==> src/rtl/mu_pkg.sv <==
// Shared constants for the MU request path.
// Instantiators pass REQ_WIDTH as the request FIFO data width.
package mu_pkg;
    localparam int REQ_WIDTH = 32;
endpackage : mu_pkg

==> src/rtl/mu_fifo_mem.sv <==
// Register-array storage for the request FIFO.
// One synchronous write port and one asynchronous read port.
module mu_fifo_mem #(
    parameter int Width = 32,
    parameter int Depth = 4,
    localparam int AW   = $clog2(Depth)
) (
    input  logic             clk_i,
    input  logic             we_i,
    input  logic [AW-1:0]    waddr_i,
    input  logic [Width-1:0] wdata_i,
    input  logic [AW-1:0]    raddr_i,
    output logic [Width-1:0] rdata_o
);

    logic [Width-1:0] mem [Depth];

    // NOTE: storage has no reset; validity is tracked by the pointers and count.
    always_ff @(posedge clk_i) begin
        if (we_i) begin
            mem[waddr_i] <= wdata_i;
        end
    end

    assign rdata_o = mem[raddr_i];

endmodule : mu_fifo_mem

==> src/rtl/mu_req_fifo.sv <==
// Request FIFO with ready/valid handshakes, synchronous flush and async reset.
// Ready and valid come straight from registered occupancy; no bypass path.
module mu_req_fifo
    import mu_pkg::*;
#(
    parameter int Width = REQ_WIDTH,
    parameter int Depth = 4,
    localparam int AW   = $clog2(Depth),
    localparam int CW   = $clog2(Depth) + 1
) (
    input  logic             clk_i,
    input  logic             rst_i,
    input  logic             flush_i,
    input  logic             in_valid_i,
    input  logic [Width-1:0] in_data_i,
    output logic             in_ready_o,
    output logic             out_valid_o,
    output logic [Width-1:0] out_data_o,
    input  logic             out_ready_i,
    output logic [CW-1:0]    count_o,
    output logic             full_o,
    output logic             empty_o
);

    if (Depth < 2 || (Depth & (Depth - 1)) != 0) begin : g_depth_check
        $error("mu_req_fifo: Depth must be a power of two and at least 2");
    end

    logic [AW-1:0] wr_ptr_q, wr_ptr_d;
    logic [AW-1:0] rd_ptr_q, rd_ptr_d;
    logic [CW-1:0] count_q,  count_d;
    logic          push, pop;

    assign full_o      = (count_q == CW'(Depth));
    assign empty_o     = (count_q == '0);
    assign in_ready_o  = !full_o;
    assign out_valid_o = !empty_o;
    assign count_o     = count_q;

    assign push = in_valid_i && in_ready_o;
    assign pop  = out_valid_o && out_ready_i;

    // NOTE: every always_comb output gets a default first so no latch is inferred.
    always_comb begin
        wr_ptr_d = wr_ptr_q;
        rd_ptr_d = rd_ptr_q;
        count_d  = count_q;
        if (flush_i) begin
            wr_ptr_d = '0;
            rd_ptr_d = '0;
            count_d  = '0;
        end else begin
            // Power-of-two depth lets the pointers wrap by plain overflow.
            if (push) wr_ptr_d = wr_ptr_q + 1'b1;
            if (pop)  rd_ptr_d = rd_ptr_q + 1'b1;
            unique case ({push, pop})
                2'b10:   count_d = count_q + 1'b1;
                2'b01:   count_d = count_q - 1'b1;
                default: count_d = count_q;
            endcase
        end
    end

    // NOTE: sequential state uses non-blocking assignments only.
    always_ff @(posedge clk_i or posedge rst_i) begin
        if (rst_i) begin
            wr_ptr_q <= '0;
            rd_ptr_q <= '0;
            count_q  <= '0;
        end else begin
            wr_ptr_q <= wr_ptr_d;
            rd_ptr_q <= rd_ptr_d;
            count_q  <= count_d;
        end
    end

    mu_fifo_mem #(
        .Width (Width),
        .Depth (Depth)
    ) u_mem (
        .clk_i   (clk_i),
        .we_i    (push && !flush_i),
        .waddr_i (wr_ptr_q),
        .wdata_i (in_data_i),
        .raddr_i (rd_ptr_q),
        .rdata_o (out_data_o)
    );

endmodule : mu_req_fifo
==> config.mk <==
export PLATFORM = sky130hd
export DESIGN_NAME = mu_req_fifo
export DESIGN_NICKNAME = d
export VERILOG_FILES = /design/src/rtl/mu_pkg.sv /design/src/rtl/mu_fifo_mem.sv /design/src/rtl/mu_req_fifo.sv
export SDC_FILE = /design/constraint.sdc
export NUM_CORES = 1
export LEC_CHECK = 0
export BUFFER_PORTS_ARGS = -buffer_cell sky130_fd_sc_hd__buf_2
export CAP_MARGIN = 0
export CORE_ASPECT_RATIO = 1.2
export CORE_MARGIN = 2
export CORE_UTILIZATION = 61
export DETAILED_ROUTE_END_ITERATION = 8
export PLACE_DENSITY_LB_ADDON = 0.15
export SLEW_MARGIN = 10
export SYNTH_ARGS = -nofsm -noshare
export SYNTH_HDL_FRONTEND = slang
export SYNTH_HIERARCHICAL = 1
export SYNTH_SLANG_ARGS = --single-unit
==> constraint.sdc <==
create_clock -name clk_i -period 7.45 [get_ports clk_i]
set_clock_uncertainty 0.05 [all_clocks]
set_input_delay 0 -clock clk_i [delete_from_list [all_inputs] [get_ports clk_i]]
set_output_delay 0 -clock clk_i [all_outputs]
set_load 0.01 [all_outputs]
==> impl_metrics.toml <==
[run_status]
status = "complete, no violations"

[finish]
drive_above_1_share = 0.4103
finish.net_count = 393
design_area_sq_um = 6701
final-instance-count-excl-fill = 485
final_cell_mix = "edfxtp_1, buf_2, dlygate4sd3_1"
diodes = 0
fillerInstances = 454
multi_input_area_sq_um = 1071
seq_area_sq_um = 4020
synthToLayoutAreaGrowth_pct = 28.13
final_util = 0.7910
final_common_cell = "edfxtp_1"

[timing]
period_share = 0.3162
timing.slew.headroom = 0.4410
maxSlewViolCount = 0
rsz0062_at_grt = "no"
hold_slack_ns = 0.1916
fmax_mhz = 424.5
hold_viol = 0
worst-slew-pin-transition_ns = 0.8385
setup_ws_ns = 5.094
min_period_ns = 2.356
setup_tns_ns = 0
finalSetupViolCount = 0

[die]
core_sq_um = 8472
rows = 37
pin_count = 76
dieArea_sq_um = 9333
die_h_microns = 105.4
die_w_microns = 88.53
start_util = 0.6173

[placed_design]
numPortBuffers = 75
gp_congestion = 0.7573
place_ws_ns = 5.060
hpwl_microns = 4866
dp.cells = 415
place_area_sq_um = 5658

[grt]
antenna_found_initial = 0
grt_usage = 0.2142
grt_pass1_vias = 2799
grt_pass1_wl_microns = 13970
grt_overflow = 0
grt_max_degree = 33

[synth]
async_flop_share = 0.05185
synth-seq-cells = 135
synth_edf_count = 128
syn_avg_cell_area_sq_um = 22.45
synth_fp_nets = 271
synth_warnings = 6
seq_area_frac_synth = 0.7684
syn-instance-count = 233
netlist_area_sq_um = 5230
ys_types = 43
synth_ff_type = "edfxtp_1"

[power]
p_sw_frac = 0.2109
p_per_area_nw_per_um2 = 298.5
p_sw_uw = 421.8
power_mw = 2.000
leakagePower_nw = 2.369
clkPwrFrac = 0.459
peakVddDrop_uv = 268.4
pwr-share-comb = 0.105
p_seq_frac = 0.436
internal-power_mw = 1.579

[setup_path]
startpoint = "count_o[0]$_DFFE_PP0P_"
cp_top_family = "simple AND/OR/NAND/NOR gates"
cpMaxStageDelayCell = "and3b_2"
worstPathArrival_ns = 2.44
cpPeakStageDelay_ns = 0.80
crit_buf_inv = 1
end_kind = "flip-flop"
crit_type = "flip-flop to flip-flop"
crit_cells = 4
required_ns = 7.53
crit_path_start_kind = "flip-flop"
r2r_cells = 4
r2r_start = "count_o[0]$_DFFE_PP0P_"
cp_max_fo = 32
cp_cell_sequence = "or3b_4, inv_2, nor3_1, and3b_2"

[cts]
cts_setup_buffers = 0
ctsResizeCount = 0
clock_path_buffers = 2
clkTransAtPathRegs_ns = 0.06
cts_buffers = 17
root_buffer = "clkbuf_8"
numClockSinks = 135
tritoncts = "built"
cts_hold_buffers = 38
h-tree-depth = 4
clock_latency_ns = 0.51

[route]
via_count = 2676
avgRoutedWirePerCell_microns = 18.95
dr.first_iter.drc_count = 196
ant_nets = 0
totalWireLength_microns = 9192
dr.pass1.iters = 4
drc = 0
via_per_inst = 5.518

[run]
maxCapViolations = 0

[min_path]
min_from = "in_data_i[19]"
min_path_type = "primary input to flip-flop"
hold_depth = 2
==> final cells by class <==
cell class	count	area share
inverter	6	0.003361
clock inverter	15	0.03715
multi-input combinational	79	0.1598
clock buffer	17	0.06180
timing repair buffer	116	0.1161
tap	117	0.02184
sequential	135	0.5999
==> Yosys cell counts, types with 2 or more instances <==
cell	number	area [sq um]
and3b_1	2	17.52
inv_1	5	18.77
buf_2	4	20.02
nor3b_1	2	15.01
nand2_1	2	7.510
mux4_2	30	675.7
xor2_1	3	26.28
dfrtp_1	7	175.2
buf_6	2	22.52
o21ai_0	3	15.01
a21oi_1	2	10.01
buf_4	2	15.01
nand3b_1	2	15.01
nor2_1	8	30.03
buf_12	3	60.06
edfxtp_1	128	3844
mux4_1	2	52.55
==> worst paths after layout <==
| path | to | slack [ns] |
|---|---|---|
| worst max-delay path | u_mem/mem[1][17]$_DFFE_PP_ | 5.09 |
| worst min-delay path | u_mem/mem[1][19]$_DFFE_PP_ | 0.19 |
| worst max register to register | u_mem/mem[1][17]$_DFFE_PP_ | 5.09 |
| worst min register to register | rd_ptr_q[0]$_DFFE_PP0P_ | 0.52 |
| max in group asynchronous | rd_ptr_q[0]$_DFFE_PP0P_ | 6.59 |
| min in group asynchronous | wr_ptr_q[1]$_DFFE_PP0P_ | 0.51 |
==> power groups by stage <==
stage / sequential, mW / clock (mW) / combinational, mW
after global placement: 0.886 / 0 / 0.195
after floorplan: 0.881 / 0 / 0.149
after global routing: 0.875 / 0.966 / 0.229
final: 0.872 / 0.918 / 0.210
after detailed placement: 0.888 / 0 / 0.197
after CTS: 0.872 / 0.932 / 0.214
==> sequential cells by signal, indices dropped and copies added (netlist names) <==
| name | cells |
|---|---|
| count_o | 3 |
| wr_ptr_q | 2 |
| rd_ptr_q | 2 |
| u_mem/mem | 128 |
==> layer usage <==
layer  part of all wire  routed length (microns)  GRT usage  up-vias
li1                   -                        -          -     1213
met2               0.54                     4965     0.3502       88
met5                  0                        0          0        -
met1               0.40                     3715     0.2610     1367
met3              0.044                      406    0.06735        8
met4              0.012                      106    0.09524        0
==> cell families after synthesis <==
family	count (synthesis)	synth area share
adder cells (fa/ha/maj)	1	0.003828
XOR/XNOR	3	0.005025
AO/OA/AOI/OAI	16	0.02273
multiplexers	34	0.1433
AND/OR/NAND/NOR	25	0.02823
flip-flops	135	0.7684
buffers and inverters	19	0.02847
Power figures use the tool's default switching activity.
